==> src/rtl/ctrl_sequencer_if.sv <==
// ---------------------------------------------------------------------------
// ctrl_sequencer_if
// Bundles the decoder/memory handshake and status signals of the control
// sequencer so the sequencer and its environment connect through one port.
//   master : environment side (drives instruction/decoder/memory inputs,
//            observes the sequencer status)
//   slave  : sequencer side
// Signals:
//   instr_in, instr_valid                 instruction word and its valid
//   needs_exec2, needs_mem, mem_ready     decoder hints and data-memory ready
//   stop_req, stack_overflow, cond_pass   halt causes
//   resume                                request to leave HALT
//   instr_q, state, pc_cnt_en, halted,    sequencer status
//   fault, retired
// ---------------------------------------------------------------------------
interface ctrl_sequencer_if #(
  parameter int unsigned INSTR_W = 16,
  parameter int unsigned CNT_W   = 16
);
  logic [INSTR_W-1:0] instr_in;
  logic               instr_valid;
  logic               needs_exec2;
  logic               needs_mem;
  logic               mem_ready;
  logic               stop_req;
  logic               stack_overflow;
  logic               cond_pass;
  logic               resume;

  logic [INSTR_W-1:0] instr_q;
  logic [1:0]         state;
  logic               pc_cnt_en;
  logic               halted;
  logic               fault;
  logic [CNT_W-1:0]   retired;

  modport master (
    output instr_in, instr_valid, needs_exec2, needs_mem, mem_ready,
           stop_req, stack_overflow, cond_pass, resume,
    input  instr_q, state, pc_cnt_en, halted, fault, retired
  );

  modport slave (
    input  instr_in, instr_valid, needs_exec2, needs_mem, mem_ready,
           stop_req, stack_overflow, cond_pass, resume,
    output instr_q, state, pc_cnt_en, halted, fault, retired
  );
endinterface

==> src/rtl/ctrl_sequencer.sv <==
// ---------------------------------------------------------------------------
// ctrl_sequencer
// Instruction sequencing FSM: FETCH -> EXEC1 -> (EXEC2) -> FETCH, with a HALT
// state entered on stop/stack-overflow or on a data-memory timeout.
// Ports:
//   clk      : clock, all state updates on the rising edge
//   reset_n  : synchronous active-low reset
//   bus      : ctrl_sequencer_if.slave (instruction, decoder, memory inputs;
//              instr_q/state/fault/retired registered, pc_cnt_en/halted
//              combinational)
// Parameters:
//   INSTR_W  : instruction width
//   CNT_W    : retired-instruction counter width (wraps silently)
//   MAX_WAIT : data-memory wait limit in cycles (1..255)
// ---------------------------------------------------------------------------
module ctrl_sequencer #(
  parameter int unsigned INSTR_W  = 16,
  parameter int unsigned CNT_W    = 16,
  parameter int unsigned MAX_WAIT = 15
) (
  input  logic              clk,
  input  logic              reset_n,
  ctrl_sequencer_if.slave   bus
);

  localparam int unsigned WAIT_W = $clog2(MAX_WAIT + 1);

  typedef enum logic [1:0] {
    ST_FETCH = 2'b00,
    ST_EXEC1 = 2'b01,
    ST_EXEC2 = 2'b10,
    ST_HALT  = 2'b11
  } state_e;

  state_e             r_state;
  logic [INSTR_W-1:0] r_instr_q;
  logic [WAIT_W-1:0]  r_wait_cnt;
  logic               r_fault;
  logic [CNT_W-1:0]   r_retired;

  logic w_halt_req;
  logic w_mem_wait;
  logic w_timeout;
  logic w_pc_cnt_en;

  // EXEC1 decode terms; only consulted while in EXEC1
  assign w_halt_req = bus.stop_req | (bus.stack_overflow & bus.cond_pass);
  assign w_mem_wait = bus.needs_mem & ~bus.mem_ready;
  // The current wait cycle is the MAX_WAIT-th one: counter would reach MAX_WAIT
  assign w_timeout  = (r_wait_cnt == WAIT_W'(MAX_WAIT - 1));

  // Sequencer state, instruction latch, wait counter, fault and retire count
  always_ff @(posedge clk) begin
    if (!reset_n) begin
      r_state    <= ST_FETCH;
      r_instr_q  <= '0;
      r_wait_cnt <= '0;
      r_fault    <= 1'b0;
      r_retired  <= '0;
    end else begin
      case (r_state)
        ST_FETCH: begin
          if (bus.instr_valid) begin
            r_instr_q <= bus.instr_in;
            r_state   <= ST_EXEC1;
          end
        end

        // Priority: halt request, memory wait (with timeout), EXEC2, retire
        ST_EXEC1: begin
          if (w_halt_req) begin
            r_state    <= ST_HALT;
            r_wait_cnt <= '0;
          end else if (w_mem_wait) begin
            if (w_timeout) begin
              r_fault    <= 1'b1;
              r_state    <= ST_HALT;
              r_wait_cnt <= '0;
            end else begin
              r_wait_cnt <= r_wait_cnt + WAIT_W'(1);
            end
          end else if (bus.needs_exec2) begin
            r_state    <= ST_EXEC2;
            r_wait_cnt <= '0;
          end else begin
            r_state    <= ST_FETCH;
            r_retired  <= r_retired + CNT_W'(1);
            r_wait_cnt <= '0;
          end
        end

        ST_EXEC2: begin
          r_state   <= ST_FETCH;
          r_retired <= r_retired + CNT_W'(1);
        end

        // A memory fault is sticky: only reset leaves HALT then
        ST_HALT: begin
          if (bus.resume && !r_fault) begin
            r_state <= ST_FETCH;
          end
        end

        default: r_state <= ST_FETCH;
      endcase
    end
  end

  // PC strobe: FETCH accept, or EXEC1 consuming the immediate word.
  // Suppressed while reset is asserted since no accept happens on that edge.
  always_comb begin
    w_pc_cnt_en = 1'b0;
    if (reset_n) begin
      case (r_state)
        ST_FETCH: w_pc_cnt_en = bus.instr_valid;
        ST_EXEC1: w_pc_cnt_en = ~w_halt_req & ~w_mem_wait & bus.needs_exec2;
        default:  w_pc_cnt_en = 1'b0;
      endcase
    end
  end

  assign bus.instr_q   = r_instr_q;
  assign bus.state     = r_state;
  assign bus.pc_cnt_en = w_pc_cnt_en;
  assign bus.halted    = (r_state == ST_HALT);
  assign bus.fault     = r_fault;
  assign bus.retired   = r_retired;

endmodule

==> src/flat_wrapper.sv <==
// flat-port wrapper written by rule: the top's interface ports become plain ports
module ctrl_sequencer_flat 
#(
  parameter int unsigned INSTR_W  = 16,
  parameter int unsigned CNT_W    = 16,
  parameter int unsigned MAX_WAIT = 15
)
  (clk, reset_n, bus_instr_in, bus_instr_valid, bus_needs_exec2, bus_needs_mem, bus_mem_ready, bus_stop_req, bus_stack_overflow, bus_cond_pass, bus_resume, bus_instr_q, bus_state, bus_pc_cnt_en, bus_halted, bus_fault, bus_retired);
  ctrl_sequencer_if #(.INSTR_W(INSTR_W), .CNT_W(CNT_W)) bus_i ();
  input  logic clk;
  input  logic reset_n;
  input wire logic [$bits(bus_i.instr_in)-1:0] bus_instr_in;
  input wire logic [$bits(bus_i.instr_valid)-1:0] bus_instr_valid;
  input wire logic [$bits(bus_i.needs_exec2)-1:0] bus_needs_exec2;
  input wire logic [$bits(bus_i.needs_mem)-1:0] bus_needs_mem;
  input wire logic [$bits(bus_i.mem_ready)-1:0] bus_mem_ready;
  input wire logic [$bits(bus_i.stop_req)-1:0] bus_stop_req;
  input wire logic [$bits(bus_i.stack_overflow)-1:0] bus_stack_overflow;
  input wire logic [$bits(bus_i.cond_pass)-1:0] bus_cond_pass;
  input wire logic [$bits(bus_i.resume)-1:0] bus_resume;
  output wire logic [$bits(bus_i.instr_q)-1:0] bus_instr_q;
  output wire logic [$bits(bus_i.state)-1:0] bus_state;
  output wire logic [$bits(bus_i.pc_cnt_en)-1:0] bus_pc_cnt_en;
  output wire logic [$bits(bus_i.halted)-1:0] bus_halted;
  output wire logic [$bits(bus_i.fault)-1:0] bus_fault;
  output wire logic [$bits(bus_i.retired)-1:0] bus_retired;
  assign bus_i.instr_in = bus_instr_in;
  assign bus_i.instr_valid = bus_instr_valid;
  assign bus_i.needs_exec2 = bus_needs_exec2;
  assign bus_i.needs_mem = bus_needs_mem;
  assign bus_i.mem_ready = bus_mem_ready;
  assign bus_i.stop_req = bus_stop_req;
  assign bus_i.stack_overflow = bus_stack_overflow;
  assign bus_i.cond_pass = bus_cond_pass;
  assign bus_i.resume = bus_resume;
  assign bus_instr_q = bus_i.instr_q;
  assign bus_state = bus_i.state;
  assign bus_pc_cnt_en = bus_i.pc_cnt_en;
  assign bus_halted = bus_i.halted;
  assign bus_fault = bus_i.fault;
  assign bus_retired = bus_i.retired;
  ctrl_sequencer #(.INSTR_W(INSTR_W), .CNT_W(CNT_W), .MAX_WAIT(MAX_WAIT)) u_core (.clk(clk), .reset_n(reset_n), .bus(bus_i));
endmodule
==> config.mk <==
export PLATFORM = sky130hd
export DESIGN_NAME = ctrl_sequencer_flat
export DESIGN_NICKNAME = d
export VERILOG_FILES = /design/src/rtl/ctrl_sequencer_if.sv /design/src/rtl/ctrl_sequencer.sv /design/src/flat_wrapper.sv
export SDC_FILE = /design/constraint.sdc
export NUM_CORES = 1
export LEC_CHECK = 0
export ABC_AREA = 1
export CAP_MARGIN = 20
export CORE_ASPECT_RATIO = 0.75
export CORE_MARGIN = 2
export CORE_UTILIZATION = 45
export CTS_CLUSTER_DIAMETER = 80
export DETAILED_ROUTE_END_ITERATION = 8
export PLACE_DENSITY = 0.79
export SLEW_MARGIN = 5
export SYNTH_ARGS = -nofsm -noshare
export SYNTH_HDL_FRONTEND = slang
export SYNTH_SLANG_ARGS = --single-unit
export TNS_END_PERCENT = 50
==> constraint.sdc <==
create_clock -name clk -period 1.43 [get_ports clk]
set_input_delay 0.3575 -clock clk [delete_from_list [all_inputs] [get_ports clk]]
set_output_delay 0.3575 -clock clk [all_outputs]
set_load 0.02 [all_outputs]
==> run summary <==
The power after layout is around 3.3 mW. The final cycle utilization of the critical path came out at 109%. The clock network fraction of design power is 28.9%. The largest fanout on the critical path came out at 2. In the synthesized netlist, the number of instances is roughly 290. The share of cell area taken by muxes after synthesis came out at 0%. The iteration-0 DRC count of the detailed router came out at ~160. The share of post-route cells with drive strength above 1 is a little under a quarter. Measured along the y axis, the die boundary spans approximately 60 um.

The class of the tightest hold or removal check is register to register. The post-synthesis share of cell area spent on xor and xnor gates is under 10%. The amount of wire on met2 after detailed routing came out at about 2500 um.

The fill cell total of the finished layout is between 300 and 400. The number of nets at the end of the flow is ~410. For this run, design rule violations remaining after detail routing come to 0.

The area used by multi-input combinational logic came out at between 1000 and 1500 um2. The total clock sinks is 39. The initial core utilization is roughly 47%. Clock skew on the completed layout was measured at around 5.7 ps. The final reports fail on setup timing.

In this run the number of H-tree levels came out at 2. For hold timing, the worst endpoint is u_core.bus.fault. The number of cells on the worst hold path is 2. In this run, flip-flops and latches consume 38.2% of the power. The area fraction in compound gates after synthesis is 10.7%. The post-placement cell count came out at 420. The worst setup slack after layout came out at -132 ps. The worst max-slew margin expressed relative to the limit is about three quarters.

The hold slack came out at ~480 ps. The final count of negative-setup-slack endpoints is 9. The count of antenna diodes in the layout came out at 0. The met3 wire length came out at ~630 um. The register area share after synthesis is 41.1%. The count of hold buffers inserted by post-cts repair came out at 0. The via count of the first global-routing pass came out at 1905. The critical path data arrival time came out at about 1200 ps. The synthesized cell area came out at about 1900 um2. The area of all sequential standard cells came out at just under 800 um2. Cell internal power was estimated by the tool at 2.19 mW. The worst endpoint required time came out at 1070 ps. The count of buffers from port buffering came out at 62. Setup repair after global routing could not meet its margin everywhere. After layout, the minimum clock period comes to about 1600 ps. The mean instance size in the synthesized netlist is 6.65 um2. The switching part of the total power came out at 34.2%.

Across the run, the number of max-cap violations was 0. The via count came out at 2205. The worst register-to-register path begins at u_core.bus.state[0].

The number of hold violations in the final report came out at 0. The highest layer used for signal routing is met4. The synthesized design contains 39 register bits.

The proportion of power drawn by combinational gates is between 30 and 40%. The static leakage came out at roughly 1.4 nW. The worst-case vdd ir drop came out at roughly 0.00072 V.

The initialized floorplan defines 20 standard-cell rows. The area added between synthesis and finish came out at 58.1%. The worst slack after detailed placement came out at -810 ps. The final standard cell count with taps included and fillers excluded came out at 438. The critical path is of the primary input to output port type. The TritonCTS buffer count is 5. Counting cells, the worst reg-to-reg path comes to 8.

The clock tree from TritonCTS is done. The sum of negative setup slack is -438 ps. For this run, the total global-route usage over all layers was measured as 22.1%.

For this block, wires on met1 add up to 2240 um. STA classifies the critical path endpoint as an output port. The first-pass GRT wire length is between 8000 and 9000 um. The clock transition time at the flip-flop clock pins of the worst setup and hold paths came out at around 70 ps.

The worst register-to-register path ends at u_core.bus.retired[7]. The power density relative to cell area is 1110 nW/um2. The count of nets left with antenna violations once routing finished came out at 0.

Setup slack on the worst reg-to-reg path comes out at 30 ps. The number of different library cells used by synthesis comes to 25. The run finished, with violations left. The maximum number of pins on one net before global-route repair came out at 28. The arithmetic-cell share of the synthesized area counting full adders, half adders and majority gates is under 10%. The clock tree buffer depth is 2.

By area, the combinational part of the netlist is dominated by simple AND/OR/NAND/NOR gates. The die is just under 80 um wide. STA classifies the critical path startpoint as a primary input. The synthesized net count is roughly 320. The timing-limited maximum frequency came out at roughly 640 MHz. The synthesized netlist devotes a little over a third of its cell area to simple gates.

Clock tree synthesis selected as its root buffer the cell sky130_fd_sc_hd__clkbuf_8. The worst hold path begins at u_core.bus.fault. At the pin with the least slew margin, the transition time is approximately 360 ps.

The placer's final routability congestion estimate came out at ~0.86. After detailed routing, the average wire length per cell comes to 12.6 um. The detailed-routing iteration count for the pre-antenna-repair pass came out at 5.

The final routed wirelength across all metal layers came out at between 5000 and 6000 um. The net switching power came out at about 1.1 mW. The max-slew violation count was 0. The number of warnings reported in the yosys synthesis log is 0. The half-perimeter wire length after detailed placement came out at 3340 um.

The clock reaches the later pin of the worst-skew pair after ~300 ps. The total I/O pin count came out at 63. The initial antenna violation count came out at 0. For this run the aggregate overflow at the end of global routing stands at 0. In the routed layout, each cell is associated on average with a via count of 5.03. The core box area is 4050 um2. The area enclosed by the die boundary came out at 4760 um2.
-- through the flow --
| stage | area [um2] | utilization [%] |
|---|---|---|
| 4_1_cts | 2890 | 71.3 |
| 6_report | 3000 | 74.1 |
| 3_3_place_gp | 2740 | 67.6 |
| 2_1_floorplan | 1920 | - |
| 3_5_place_dp | 2740 | 67.6 |
| 5_1_grt | 3000 | 74.1 |
-- power by group through the flow --
| stage | registers (mW) | clock network, mW | logic [mW] |
|---|---|---|---|
| after global routing | 1.29 | 1.02 | 1.18 |
| after CTS | 1.26 | 0.970 | 0.942 |
| after global placement | 1.28 | 0 | 0.957 |
| after floorplan | 1.40 | 0 | 0.442 |
| after detailed placement | 1.28 | 0 | 0.967 |
| final | 1.27 | 0.960 | 1.10 |
-- layout make-up --
class	instances	area share (%)
Tap cell	55	2.29
Clock inverter	2	1.17
Sequential cell	39	26.3
Clock buffer	6	2.75
Inverter	26	3.33
Timing Repair Buffer	93	26.7
Multi-Input combinational cell	217	37.4
-- how the worst max path moves through the flow --
stage / from / end / slack, ps / depth (start not counted)
global route: u_core.bus.state[1] / bus_pc_cnt_en / -170 / 6
CTS: u_core.bus.state[1] / bus_pc_cnt_en / -150 / 6
floorplan: u_core.bus.state[0] / bus_pc_cnt_en / 20 / 6
finish: bus_instr_valid / bus_pc_cnt_en / -130 / 4
global placement: bus_stack_overflow / bus_pc_cnt_en / -810 / 7
detailed placement: bus_stack_overflow / bus_pc_cnt_en / -810 / 7
-- layer usage --
metal	global-route usage, %	vias to the layer above
li1	-	1099
met1	26.0	970
met2	37.3	118
met3	9.06	18
met4	6.65	0
met5	0	-
-- sequential cells by signal, summed over array words and instances, names as in the netlist --
signal and cells:
u_core.r_wait_cnt 4, u_core.bus.retired 16, u_core.bus.fault 1, u_core.bus.instr_q 16
u_core.bus.state 2
-- kinds of logic after synthesis --
| family | count (synthesis) |
|---|---|
| compound gates | 39 |
| buf+inv | 34 |
| simple gates | 166 |
| xor+xnor | 5 |
| flops | 39 |
| fa+ha+maj | 3 |
-- Yosys cell counts, drive strengths merged --
library cell	count	area, um2
dfxtp	39	781
buf	4	35.0
ha	3	37.5
clkbuf	4	16.3
or2	1	6.26
nand4	2	12.5
xor2	4	35.0
o21ai	19	98.9
nor3	1	5.00
xnor2	1	8.76
a21oi	20	104
nand3	22	110
nand2	69	269
nand3b	2	15.0
nor2	69	269
inv	26	97.6
-- placed cells by master, fill, tap and decap left out, types with 2 or more instances in the layout --
cell and n:
sky130_fd_sc_hd__nor2_1 62, sky130_fd_sc_hd__nand2_1 56, sky130_fd_sc_hd__dlygate4sd2_1 38, sky130_fd_sc_hd__dfxtp_1 35
sky130_fd_sc_hd__buf_4 30, sky130_fd_sc_hd__inv_1 19, sky130_fd_sc_hd__clkdlybuf4s50_1 19, sky130_fd_sc_hd__nand3_1 18
sky130_fd_sc_hd__o21ai_0 17, sky130_fd_sc_hd__a21oi_1 15, sky130_fd_sc_hd__nand2_2 10, sky130_fd_sc_hd__inv_2 6
sky130_fd_sc_hd__nor2_2 6, sky130_fd_sc_hd__clkbuf_8 6, sky130_fd_sc_hd__nor2_4 4, sky130_fd_sc_hd__nand2_4 4
sky130_fd_sc_hd__xor2_1 4, sky130_fd_sc_hd__a21oi_2 4, sky130_fd_sc_hd__ha_1 3, sky130_fd_sc_hd__buf_6 3
sky130_fd_sc_hd__nand3_4 2, sky130_fd_sc_hd__nand4_1 2, sky130_fd_sc_hd__nand3_2 2, sky130_fd_sc_hd__nand3b_1 2
sky130_fd_sc_hd__clkbuf_2 2, sky130_fd_sc_hd__dfxtp_4 2, sky130_fd_sc_hd__dfxtp_2 2
-- critical path: stages --
cell and delay, ps:
sky130_fd_sc_hd__clkdlybuf4s50_1 490, sky130_fd_sc_hd__nand2_2 80, sky130_fd_sc_hd__a21oi_4 150, sky130_fd_sc_hd__buf_6 130
-- what timing repair did --
| action | in CTS | in global routing |
|---|---|---|
| setup endpoints to repair | 52 | 36 |
| gates resized for setup | 66 | 36 |
| gates cloned | 0 | 4 |
| buffers inserted | 6 | 0 |
| pin swaps | 6 | 11 |
| endpoints found under the hold margin | 0 | 0 |
Note: power is estimated with default switching activity, not from simulation.
